--- src/rtl/pcie_dma_writer.sv ---
// PCIe DMA writer: N 128-byte MWr TLPs from a QW source, plus a completion token TLP when PCIE_DMA_COMPLETION_TOKEN_EN.
// Latency: first HDR0 one cycle after the DMACTRL write; payload passes through combinationally in DATA.
// Backpressure: txReady_in feeds srcReady_out in DATA; header/token beats hold stable until accepted.
module pcie_dma_writer #(
    parameter logic [63:0] TOKEN      = 64'hCAFEF00DC0DEFACE,
    parameter int unsigned QW_PER_TLP = 16
) (
    input  logic        clk_in,
    input  logic        reset_in,
    input  logic        regWrValid_in,
    input  logic [4:0]  regWrAddr_in,
    input  logic [31:0] regWrData_in,
    input  logic [15:0] cfgBusDev_in,
    input  logic [63:0] srcData_in,
    input  logic        srcValid_in,
    output logic        srcReady_out,
    output logic [63:0] txData_out,
    output logic        txValid_out,
    output logic        txSOP_out,
    output logic        txEOP_out,
    input  logic        txReady_in,
    output logic        busy_out,
    output logic        done_out
);
    localparam int unsigned     QW_W        = (QW_PER_TLP > 1) ? $clog2(QW_PER_TLP) : 1;
    localparam logic [QW_W-1:0] QW_LAST     = QW_W'(QW_PER_TLP - 1);
    localparam logic [9:0]      DATA_LEN_DW = 10'(2 * QW_PER_TLP);
    localparam logic [31:0]     TLP_BYTES   = 32'(8 * QW_PER_TLP);
    localparam logic [31:0]     DATA_OFS    = 32'h0000_0040;

    typedef enum logic [2:0] {
        IDLE,
        HDR0,
        HDR1,
`ifdef PCIE_DMA_COMPLETION_TOKEN_EN
        DATA,
        TOK0,
        TOK1,
        TOKD
`else
        DATA
`endif
    } state_t;

`ifndef PCIE_DMA_COMPLETION_TOKEN_EN
    // The token payload has no consumer when the completion TLP is compiled out.
    localparam logic [63:0] TOKEN_UNUSED = TOKEN;
`endif

    state_t          state_q, state_d;
    logic [31:0]     base_q, base_d;
    logic [31:0]     addr_q, addr_d;
    logic [15:0]     n_q, n_d;
    logic [15:0]     tlp_q, tlp_d;
    logic [QW_W-1:0] qw_q, qw_d;
    logic            done_q, done_d;

    logic idle;
    logic wr_base;
    logic wr_ctrl;

    // 3DW MWr header beat: {DW1, DW0}, DW0 = R|fmt 2'b10|type 0|TC 0|attrs 0|length.
    function automatic logic [63:0] hdr0_beat(input logic [9:0] len_dw, input logic [15:0] rid);
        return {rid, 8'h00, 4'hF, 4'hF,
                1'b0, 2'b10, 5'b00000, 1'b0, 3'b000, 4'b0000,
                1'b0, 1'b0, 2'b00, 2'b00, len_dw};
    endfunction

    // The done cycle still counts as busy, so register writes then are dropped.
    assign idle    = (state_q == IDLE) && !done_q;
    assign wr_base = regWrValid_in && (regWrAddr_in == 5'd0) && idle;
    assign wr_ctrl = regWrValid_in && (regWrAddr_in == 5'd1) && idle && (regWrData_in[15:0] != 16'd0);

    always_ff @(posedge clk_in or posedge reset_in) begin
        if (reset_in) begin
            state_q <= IDLE;
            base_q  <= '0;
            addr_q  <= '0;
            n_q     <= '0;
            tlp_q   <= '0;
            qw_q    <= '0;
            done_q  <= 1'b0;
        end else begin
            state_q <= state_d;
            base_q  <= base_d;
            addr_q  <= addr_d;
            n_q     <= n_d;
            tlp_q   <= tlp_d;
            qw_q    <= qw_d;
            done_q  <= done_d;
        end
    end

    always_comb begin
        state_d      = state_q;
        base_d       = base_q;
        addr_d       = addr_q;
        n_d          = n_q;
        tlp_d        = tlp_q;
        qw_d         = qw_q;
        done_d       = 1'b0;
        txData_out   = '0;
        txValid_out  = 1'b0;
        txSOP_out    = 1'b0;
        txEOP_out    = 1'b0;
        srcReady_out = 1'b0;

        case (state_q)
            IDLE: begin
                if (wr_base) begin
                    base_d = {regWrData_in[31:3], 3'b000};
                end
                if (wr_ctrl) begin
                    n_d     = regWrData_in[15:0];
                    tlp_d   = '0;
                    qw_d    = '0;
                    addr_d  = base_q + DATA_OFS;
                    state_d = HDR0;
                end
            end
            HDR0: begin
                txData_out  = hdr0_beat(DATA_LEN_DW, cfgBusDev_in);
                txValid_out = 1'b1;
                txSOP_out   = 1'b1;
                if (txReady_in) begin
                    state_d = HDR1;
                end
            end
            HDR1: begin
                txData_out  = {32'h0, addr_q};
                txValid_out = 1'b1;
                if (txReady_in) begin
                    state_d = DATA;
                end
            end
            DATA: begin
                txData_out   = srcData_in;
                txValid_out  = srcValid_in;
                srcReady_out = txReady_in;
                txEOP_out    = (qw_q == QW_LAST);
                if (srcValid_in && txReady_in) begin
                    if (qw_q == QW_LAST) begin
                        qw_d   = '0;
                        addr_d = addr_q + TLP_BYTES;
                        tlp_d  = tlp_q + 16'd1;
                        if (tlp_q == n_q - 16'd1) begin
`ifdef PCIE_DMA_COMPLETION_TOKEN_EN
                            state_d = TOK0;
`else
                            state_d = IDLE;
                            done_d  = 1'b1;
`endif
                        end else begin
                            state_d = HDR0;
                        end
                    end else begin
                        qw_d = qw_q + 1'b1;
                    end
                end
            end
`ifdef PCIE_DMA_COMPLETION_TOKEN_EN
            TOK0: begin
                txData_out  = hdr0_beat(10'd2, cfgBusDev_in);
                txValid_out = 1'b1;
                txSOP_out   = 1'b1;
                if (txReady_in) begin
                    state_d = TOK1;
                end
            end
            TOK1: begin
                txData_out  = {32'h0, base_q};
                txValid_out = 1'b1;
                if (txReady_in) begin
                    state_d = TOKD;
                end
            end
            TOKD: begin
                txData_out  = TOKEN;
                txValid_out = 1'b1;
                txEOP_out   = 1'b1;
                if (txReady_in) begin
                    state_d = IDLE;
                    done_d  = 1'b1;
                end
            end
`endif
            default: begin
                state_d = IDLE;
            end
        endcase
    end

    assign busy_out = (state_q != IDLE) || done_q;
    assign done_out = done_q;

endmodule
--- config.mk ---
export PLATFORM = sky130hd
export DESIGN_NAME = pcie_dma_writer
export DESIGN_NICKNAME = d
export VERILOG_FILES = /design/src/rtl/pcie_dma_writer.sv
export SDC_FILE = /design/constraint.sdc
export NUM_CORES = 1
export LEC_CHECK = 0
export CAP_MARGIN = 0
export CORE_MARGIN = 5
export CORE_UTILIZATION = 48
export CTS_BUF_LIST = sky130_fd_sc_hd__clkbuf_8
export DETAILED_ROUTE_END_ITERATION = 10
export GPL_TIMING_DRIVEN = 1
export PLACE_DENSITY_LB_ADDON = 0.15
export SETUP_SLACK_MARGIN = 0.5
export SLEW_MARGIN = 40
export SYNTH_ARGS = -nofsm -noshare
export SYNTH_HDL_FRONTEND = slang
export SYNTH_SLANG_ARGS = --single-unit
export TNS_END_PERCENT = 10
--- constraint.sdc ---
create_clock -name clk_in -period 5.75 [get_ports clk_in]
set_clock_uncertainty 0.05 [all_clocks]
set_input_delay 1.15 -clock clk_in [delete_from_list [all_inputs] [get_ports clk_in]]
set_output_delay 1.15 -clock clk_in [all_outputs]
set_load 0.01 [all_outputs]
# Word-level counts from Yosys, hierarchy flattened
# Index checks and enable logic that the tools add are counted.
# word_totals
input_bits	122
reg_bits	101
# classes
addsub	5
muxes	28
n_eq_ne	11
reduce_logical	20
# op_table
op	n
one-hot mux 64 bit (3 select lines)	1
two-way mux 32 bit	3
one-hot mux 32 bit (2 select lines)	1
two-way mux 16 bit	3
adder 32 x 7 -> 32 bit, second input constant	1
adder 32 x 8 -> 32 bit, second input constant	1
one-hot mux 16 bit (2 select lines)	1
adder 16 x 1 -> 16 bit, second input constant	1
== test 16 bit	1
nonzero test 16 bit	1
subtractor 16 x 1 -> 16 bit, second input constant	1
two-way mux 3 bit	5
two-way mux 4 bit	3
one-hot mux 3 bit (4 select lines)	1
!= test 2 bit, second input constant	5
two-way mux 1 bit	8
one-hot mux 4 bit (2 select lines)	1
logical AND 1 bit	7
== test 3 x 2 -> 1 bit, second input constant	2
== test 5 x 1 -> 1 bit, second input constant	1
logical NOT 5 bit	1
AND reduction 5 bit	1
adder 4 x 1 -> 4 bit, second input constant	1
== test 4 bit, second input constant	1
other kinds (11)	12

# Longest topological paths before layout
# Gate-level depths: netlist of the first run.
# depth
word_depth	6
depth_mapped	10
ltp_nobuf	9

# Worst setup path before layout of the first run
# No wires, ideal clock.
# synth_path
kind	reg2out
startpoint	register state_q[1]
endpoint	output txData_out[10]
path_buffers	2
required_ps	4550
t_arrival_ps	1775
path_slack_ps	2775
path_stages_with_launch	7
cell_sequence	dfrtp_1 -> ha_1 -> clkbuf_1 -> clkinv_1 -> nor2_1 -> clkbuf_1 -> a22o_1
# synth_via
elab_chain_len	2
# synth_rtl
element	line_no	source
start: declaration	50	state_t state_q, state_d;
start signal: assignment	84	state_q <= state_d;
== test 3 x 2 -> 1 bit / == test 3 x 1 -> 1 bit (equally long branches)	108	case (state_q)
one-hot mux 64 bit (3 select lines) (*)	108	
end: declaration	17	output logic [63:0] txData_out,
# Every way passes the cells marked *; elsewhere a longest branch is shown, timed or not.

# Worst setup path in the final report of the first run
# layout_path
startpoint	register state_q[1]
endpoint	output txData_out[16]
# Same word-level chain as after synthesis.

==> results.ini, run 1 <==
[critical_path]
worstSetupStartpointType = register
crit_required_ns = 4.55
cp.arrival_ns = 2.78
cp_top_family = buffers and inverters
slowest_stage = clkdlybuf4s50_1
cp-end-kind = output port
path_cells = inv_1 > ha_1 > nor2_2 > buf_4 > a22o_1 > clkdlybuf4s50_1
path_buf_inv = 3
r2r_end = tlp_q[3]$_DFFE_PP0P_
critPathMaxFanout = 40
r2r_start = state_q[1]$_DFFE_PP0P_
worstRegToRegCells = 10
rrSetupSlack_ns = 2.62
critPathKind = register to output port
max_stage_delay_ns = 0.55

[die]
num_rows = 42
die_area_sq_um = 15600
initial_core_util = 0.485
die_x_microns = 125
core-area_sq_um = 13100
io_pins = 192
die_h_microns = 125

[logic_synthesis]
ys_types = 49
synth_top_area_frac = 0.382
yosysMostFrequentCell = nand2_1
async_flop_share = 1.00
yosys_register_bits = 97
syn_area_per_cell_sq_um = 8.30
syn_nets = 896
yosysTopAreaCell = dfrtp_1
yosys-top-cells-area = dfrtp_1 (38%), nand2_1 (7.3%), a22o_1 (6.9%)
ys.flop_type = dfrtp_1
synth_seq_area_share = 0.382
netlist_instances = 765
synth_edf_count = 0
synth_area_sq_um = 6350
synth_common_cells = nand2_1 (124), dfrtp_1 (97), a21oi_1 (59)
yosysWarnings = 0

[global_routing]
grt_max_degree = 88
track_usage = 0.255
grt_pass1_vias = 6064
grt-ovfl-total = 0
antenna_found_initial = 0
grt_first_pass_wirelength_mm = 32.5

[cts]
post_cts_resized = 0
cts_tree = built
post_cts_buffers = 0
clockRootBuffer = clkbuf_8
clk_pin_slew_ns = 0.10
cts.htree.levels = 3
numCtsBuffers = 9
clock-sinks = 97
ctsHoldBuffers = 0
clkLatencyLatePin_ns = 0.37
cts_buffer_depth = 2

[detailed_routing]
ant_nets = 0
first_pass_iters = 6
route.detailed.drc = 0
wl_mm = 20.5
vias = 6453
drt_iter0_markers = 552
wl_per_cell_microns = 18.5
via_per_inst = 5.84

[timing]
hold_viol_final = 0
setup_viol = 0
rsz0062_at_grt = no
worst_slew_pin_slew_ns = 0.775
holdWs_ns = 0.440
setup_ws_ns = 1.77
max_clock_freq_mhz = 251
slew_violations = 0
fin_crit_ns = 3.98
relSlewSlack = 0.483
fin_setup_tns_ns = 0
period_share = 0.692

[place]
globalplace.congestion = 0.928
io_buffers = 191
dp_hpwl_mm = 15.9
place_ws_ns = 1.82

[power_and_ir_drop]
p_per_area_nw_per_um2 = 400
vdd.ir_drop.worst_mv = 0.187
leakage_uw = 0.00354
power_uw = 3420

[final_layout]
syn_to_final_growth_pct = 34.7
drive_gt1_frac = 0.0689
diodes = 0
fin_nets = 1056
utilization = 0.654

[worst_hold_path]
hold_class = register to register
min_to = addr_q[3]$_DFFE_PP0P_
hold_start = addr_q[3]$_DFFE_PP0P_
whs_path_depth = 2

[run]
maxCapViolations = 0

[run_status]
status = completed

==> per-stage QoR <==
stage / std cells / area, sq um
after floorplan: 765 / 6350
after global placement: 1090 / 8350
after detailed placement: 1090 / 8350
after CTS: 1105 / 8540
after global routing: 1105 / 8550
final: 1105 / 8550
==> placed cells by master, fill, tap and decap left out, types with 12 or more instances in the layout <==
master,n
a21o_1,14
a21oi_1,59
a22o_1,50
and2_1,14
and3_1,16
clkdlybuf4s50_1,191
dfrtp_1,97
inv_1,13
mux2_2,29
nand2_1,124
nand3_1,39
nand4_1,14
nor2_1,42
nor3_1,28
o21ai_0,51
xnor2_1,24
xor2_1,12
==> logic make-up (layout without fill, tap and decap cells) <==
group,after synthesis,after routing,share of synthesized area
adder cells (fa/ha/maj),9,9,0.0177
buffers and inverters,63,227,0.0400
multiplexers,38,38,0.0656
XOR/XNOR,36,36,0.0497
AO/OA/AOI/OAI,202,202,0.204
AND/OR/NAND/NOR,320,320,0.241
flip-flops,97,97,0.382
==> flip-flops by register name, indices dropped and copies added, names as in the netlist <==
signal and cells:
base_q 29, n_q 16, state_q 2, qw_q 4
done_out 1, tlp_q 16, addr_q 29
==> worst max path at each step <==
stage / end / cells after the start / startpoint / slack (ns)
after floorplan: addr_q[10]$_DFFE_PP0P_ / 1 / reset_in / 2.02
after global placement: tlp_q[8]$_DFFE_PP0P_ / 9 / regWrData_in[4] / 1.91
after detailed placement: tlp_q[11]$_DFFE_PP0P_ / 9 / regWrData_in[15] / 1.82
after CTS: txData_out[61] / 6 / state_q[1]$_DFFE_PP0P_ / 1.76
after global routing: txEOP_out / 5 / state_q[1]$_DFFE_PP0P_ / 1.58
final: txData_out[16] / 6 / state_q[1]$_DFFE_PP0P_ / 1.77
==> per-layer routing <==
metal / global-route usage / up-vias / part of all wire
met5: 0 / - / 0
met4: 0.0784 / 0 / 0.020
met3: 0.0499 / 27 / 0.079
met2: 0.419 / 272 / 0.48
met1: 0.342 / 3091 / 0.42
li1: - / 3063 / -
==> cell type report <==
cell class | instances | area [sq um]
well taps | 176 | 220
repair buffers | 198 | 1960
fillers | 1089 | 4530
clock inverters | 6 | 67.6
flip-flops and latches | 97 | 2430
multi-input cells | 605 | 3690
inverters | 14 | 55.1
clock buffers | 9 | 124
==> where the power goes <==
group          internal, uW  total, uW  switching, uW  leakage [uW]
logic                   881       1830            952       0.00218
clock network           201        448            247     0.0000975
registers               873       1140            262       0.00127
total                  1960       3420           1460       0.00354
==> worst reg2reg max path, delay by kind of cell (launching register included) <==
family | cells | cell delay [ns]
compound gates | 3 | 0.44
fa+ha+maj | 1 | 0.46
buf+inv | 2 | 0.57
flops | 1 | 0.46
simple gates | 4 | 1.09
No activity file was read; power rests on OpenSTA's default activity.
==> run 2, diff against run 1 <==
Clock period 5.75 ns to 4.2 ns, I/O delays scaled along.
==> run 2 against run 1 <==
Sequential share of layout area fell by 0.31 points. Setup slack got worse by 1.1 ns. Global-route usage rose by 0.11 points. Total power rose by 41%. Largest cell class unchanged.
==> results.ini, run 2 (same netlist as run 1, synthesis figures left out) <==
[cts]
post_cts_buffers = 0  ; unchanged
clk_pin_slew_ns = 0.09  ; about the same
cts.htree.levels = 3  ; unchanged
numCtsBuffers = 9  ; unchanged
clkLatencyLatePin_ns = 0.37  ; about the same
clock-sinks = 97  ; unchanged
post_cts_resized = 0  ; unchanged
cts_buffer_depth = 2  ; unchanged
ctsHoldBuffers = 0  ; unchanged
cts_tree = built
clockRootBuffer = clkbuf_8

[detailed_routing]
route.detailed.drc = 0  ; unchanged
wl_mm = 20.5  ; +0.17%
drt_iter0_markers = 524  ; -5.1%
first_pass_iters = 6  ; unchanged
vias = 6537  ; +1.3%
wl_per_cell_microns = 18.5  ; -0.29%
via_per_inst = 5.89  ; +0.85%
ant_nets = 0  ; unchanged

[final_layout]
fin_nets = 1060  ; +0.38%
drive_gt1_frac = 0.0728  ; +0.00391
diodes = 0  ; unchanged
final_common_cell = clkdlybuf4s50_1
syn_to_final_growth_pct = 36.2
top_regs = addr_q: 29 flops, base_q: 29 flops
layout_common_cells = clkdlybuf4s50_1 (191), nand2_1 (124), dfrtp_1 (97), a21oi_1 (59), o21ai_0 (51)
nFillCells = 1134  ; +4.1%
design_area_sq_um = 8650  ; +1.1%

[critical_path]
cp.arrival_ns = 2.65  ; -0.13 ns
cp-end-kind = output port
crit_required_ns = 3.31  ; -1.24 ns
critPathKind = register to output port
critPathMaxFanout = 87  ; +120%
worstSetupStartpointType = register
rrSetupSlack_ns = 1.47  ; -1.15 ns

[timing]
relSlewSlack = 0.522  ; +0.0387
max_clock_freq_mhz = 283
period_share = 0.842
fin_crit_ns = 3.54
rsz0062_at_grt = no
fin_setup_tns_ns = 0  ; unchanged
worst_slew_pin_slew_ns = 0.717  ; -0.0580 ns
hold_viol_final = 0  ; unchanged
slew_violations = 0  ; unchanged
setup_viol = 0  ; unchanged

[run]
maxCapViolations = 0  ; unchanged

[die]
die_h_microns = 125  ; unchanged
initial_core_util = 0.485  ; unchanged
core-area_sq_um = 13100  ; unchanged
num_rows = 42  ; unchanged
die_area_sq_um = 15600  ; unchanged
die_x_microns = 125  ; unchanged
io_pins = 192  ; unchanged

[power_and_ir_drop]
power_frac_seq = 0.322  ; -0.010
p_int_uw = 2830  ; +45%
vdd.ir_drop.worst_mv = 0.232  ; +24%
p_sw_uw = 2000  ; +37%
p_per_area_nw_per_um2 = 558  ; +40%
pwr-share-comb = 0.525  ; -0.012
power_frac_clock = 0.153  ; +0.022
switching_share = 0.414  ; -0.0141
leakage_uw = 0.00360  ; +1.5%

[place]
io_buffers = 191  ; unchanged
placed_area_sq_um = 8390  ; +0.46%
dp_hpwl_mm = 15.9  ; +0.16%
globalplace.congestion = 0.926  ; -0.18%

[global_routing]
grt_pass1_vias = 6167  ; +1.7%
grt-ovfl-total = 0  ; unchanged
track_usage = 0.256  ; +0.00106
grt_first_pass_wirelength_mm = 32.7  ; +0.62%
grt_max_degree = 88  ; unchanged
antenna_found_initial = 0  ; unchanged

[run_status]
status = completed

[worst_hold_path]
hold_class = register to register

[run 2: changes by cell type in the layout (fill, tap and decap cells not counted), sizes merged]
cell / previous run / this run
inv: 16 / 12
clkinv: 2 / 4
bufinv: 1 / 3
clkbuf: 9 / 10
buf: 7 / 11
[run 2: critical path, cell delays in order, from the launching register on]
cell and delay, ns:
dfrtp_1 0.47, ha_2 0.27, buf_6 0.48, a22oi_1 0.15, a21oi_1 0.30, clkdlybuf4s50_1 0.61
[run 2: path summary, 6_finish.rpt]
kind | start | to | depth (start not counted)
setup / recovery | state_q[1]$_DFFE_PP0P_ | txData_out[5] | 5
hold / removal | n_q[15]$_DFFE_PP0P_ | n_q[15]$_DFFE_PP0P_ | 2
setup reg to reg | state_q[1]$_DFFE_PP0P_ | tlp_q[6]$_DFFE_PP0P_ | 10
hold reg to reg | n_q[15]$_DFFE_PP0P_ | n_q[15]$_DFFE_PP0P_ | 2
max in group asynchronous | reset_in | addr_q[22]$_DFFE_PP0P_ | 3
min in group asynchronous | reset_in | tlp_q[0]$_DFFE_PP0P_ | 2
[run 2: power groups by stage]
stage,Clock [uW],Sequential (uW),Combinational [uW]
4_1_cts,749,1550,2530
5_1_grt,793,1600,2770
2_1_floorplan,0,1420,1550
3_5_place_dp,0,1570,2520
6_report,738,1560,2530
3_3_place_gp,0,1550,2440
[run 2: per-stage QoR]
step / utilization / std cells / worst slack, ns / hold WS, ns / power [uW]
2_1_floorplan: - / 765 / 0.776 / 0.399 / 2970
3_3_place_gp: 0.641 / 1094 / 0.900 / 0.412 / 3990
3_5_place_dp: 0.641 / 1094 / 0.854 / 0.442 / 4090
4_1_cts: 0.660 / 1110 / 0.514 / 0.465 / 4830
5_1_grt: 0.661 / 1110 / 0.508 / 0.480 / 5170
6_report: 0.661 / 1110 / 0.663 / 0.461 / 4830
[run 2: final cells by class]
type / count / area (sq um) / share of cell area
clock inverter: 6 / 105 / 0.0122
inverter: 14 / 61.3 / 0.00709
timing repair buffer: 202 / 2010 / 0.233
sequential: 97 / 2430 / 0.281
clock buffer: 10 / 138 / 0.0159
multi-input combinational: 605 / 3680 / 0.426
tap: 176 / 220 / 0.0255
[run 2: per-layer routing]
layer  track usage  wire length [microns]
met5             0                      0
met4        0.0950                    634
met3        0.0507                   1600
met2         0.412                   9650
met1         0.343                   8620
==> run 3, diff against run 2 <==
Settings changed: CORE_UTILIZATION 48 to 44.
Clock period 4.2 ns to 3.2 ns, I/O delays scaled along.
==> run 3 against run 2 <==
Non-clock buffer count grew 13. Combinational power up 41%. Cell count is 1.9% higher. Critical path depth increased by 2. Total power rose by 32%. Utilization is 4.6 points lower. Highest routed layer unchanged.
==> results.ini, run 3 (same netlist as run 1, synthesis figures left out) <==
[run]
maxCapViolations = 0  ; unchanged

[detailed_routing]
drt_iter0_markers = 512  ; -2.3%
wl_mm = 20.3  ; -0.85%
first_pass_iters = 5  ; -1
vias = 6258  ; -4.3%
via_per_inst = 5.53  ; -6.0%
ant_nets = 0  ; unchanged
wl_per_cell_microns = 18.0  ; -2.7%
route.detailed.drc = 0  ; unchanged

[die]
initial_core_util = 0.442  ; -0.0433
core-area_sq_um = 14400  ; +9.8%
die_area_sq_um = 16900  ; +8.4%
die_x_microns = 130  ; +4.1%
io_pins = 192  ; unchanged
num_rows = 44  ; +4.8%
die_h_microns = 130  ; +4.1%

[critical_path]
worstSetupStartpointType = register
path_cells = ha_2 > clkinv_2 > nor2_4 > buf_4 > buf_16 > a22o_1 > clkdlybuf4s50_1
max_stage_delay_ns = 0.54  ; -0.07 ns
cp_top_family = buffers and inverters
crit_required_ns = 2.51  ; -0.80 ns
slowest_stage = clkdlybuf4s50_1
cp.arrival_ns = 2.23  ; -0.42 ns
critPathMaxFanout = 21  ; -76%
cp-end-kind = output port
path_buf_inv = 4  ; +2
critPathKind = register to output port

[place]
dp_hpwl_mm = 15.1  ; -5.0%
io_buffers = 191  ; unchanged
place_ws_ns = 0.250  ; -0.604 ns
globalplace.congestion = 0.873  ; -5.7%

[power_and_ir_drop]
pwr-share-comb = 0.560  ; +0.035
power_frac_clock = 0.121  ; -0.032
vdd.ir_drop.worst_mv = 0.394  ; +70%
p_per_area_nw_per_um2 = 720  ; +29%
power_frac_seq = 0.319  ; -0.003
switching_share = 0.428  ; +0.0144
p_sw_uw = 2720  ; +36%
leakage_uw = 0.00379  ; +5.5%
p_int_uw = 3640  ; +28%

[timing]
fin_crit_ns = 2.92
relSlewSlack = 0.584  ; +0.0624
fin_setup_tns_ns = 0  ; unchanged
max_clock_freq_mhz = 343
slew_violations = 0  ; unchanged
worst_slew_pin_slew_ns = 0.624  ; -0.0936 ns
hold_viol_final = 0  ; unchanged
rsz0062_at_grt = yes
setup_viol = 0  ; unchanged
period_share = 0.911
setup_ws_ns = 0.283  ; -0.379 ns

[worst_hold_path]
hold_class = register to register

[cts]
cts.htree.levels = 3  ; unchanged
clock-sinks = 97  ; unchanged
cts_tree = built
cts_buffer_depth = 2  ; unchanged
clkLatencyLatePin_ns = 0.38  ; about the same
clockRootBuffer = clkbuf_8
clk_pin_slew_ns = 0.10  ; about the same
numCtsBuffers = 9  ; unchanged

[global_routing]
antenna_found_initial = 0  ; unchanged
grt_pass1_vias = 5831  ; -5.4%
grt_max_degree = 98  ; +11%
track_usage = 0.239  ; -0.0170
grt-ovfl-total = 0  ; unchanged
grt_first_pass_wirelength_mm = 31.6  ; -3.4%

[final_layout]
syn_to_final_growth_pct = 39.0
top_regs = addr_q: 29 flops, base_q: 29 flops
drive_gt1_frac = 0.0950  ; +0.0222
layout_common_cells = clkdlybuf4s50_1 (171), nand2_1 (124), dfrtp_1 (96), a21oi_1 (59), o21ai_0 (51)
final_common_cell = clkdlybuf4s50_1
diodes = 0  ; unchanged
fin_nets = 1073  ; +1.2%

[run_status]
status = completed

-- run 3: cell type report --
class                      instances  area (sq um)
sequential                        97          2430
clock buffer                       9           124
multi-input combinational        605          3720
tap                              184           230
clock inverter                     7          55.1
fill                            1274          5540
timing repair buffer             215          2210
inverter                          14          60.1
-- run 3: repair_timing --
action                                  in CTS  in global routing
endpoints found under the setup margin      63                 65
gates resized for setup                     38                  6
setup buffers                                6                  1
hold buffers                                 0                  0
cloned                                       3                  0
pin swaps                                    2                  0
-- run 3: path summary, 6_finish.rpt --
path,from,depth (start not counted),slack (ns),endpoint
worst max-delay path,state_q[0]$_DFFE_PP0P_,7,0.28,txData_out[13]
worst min-delay path,addr_q[6]$_DFFE_PP0P_,2,0.44,addr_q[6]$_DFFE_PP0P_
worst max register to register,n_q[6]$_DFFE_PP0P_,7,0.57,done_out$_DFF_PP0_
worst min register to register,addr_q[6]$_DFFE_PP0P_,2,0.44,addr_q[6]$_DFFE_PP0P_
max in group asynchronous,reset_in,3,1.98,base_q[27]$_DFFE_PP0P_
min in group asynchronous,reset_in,3,0.71,qw_q[0]$_DFFE_PP0P_
-- run 3: power groups by stage --
stage / logic (uW) / registers, uW / clock network (uW)
finish: 3560 / 2030 / 769
global route: 3900 / 2090 / 835
CTS: 3580 / 2020 / 792
detailed placement: 3380 / 2050 / 0
global placement: 3350 / 2040 / 0
floorplan: 2030 / 1860 / 0
-- run 3: worst min-delay path: cells and delay by family, from the launching register on --
| kind | cells | cell delay (ns) |
|---|---|---|
| DFF | 1 | 0.36 |
| and+or+nand+nor | 1 | 0.05 |
| AOI/OAI and AO/OA | 1 | 0.05 |
-- run 3: per-stage QoR --
step                      hold WS, ns  instance area, sq um   util  cells  power (uW)
after floorplan                 0.399                  6350      -    765        3890
after global placement          0.417                  8460  0.589   1105        5390
after detailed placement        0.419                  8460  0.589   1105        5420
after CTS                       0.441                  8800  0.613   1130        6390
after global routing            0.461                  8830  0.614   1131        6820
final                           0.440                  8830  0.614   1131        6360
-- run 3: per-layer routing --
layer / GRT usage / part of all wire / up-vias
met5: 0 / 0 / -
met4: 0.0850 / 0.024 / 0
met3: 0.0520 / 0.088 / 26
met2: 0.360 / 0.44 / 225
met1: 0.339 / 0.45 / 2889
li1: - / - / 3118
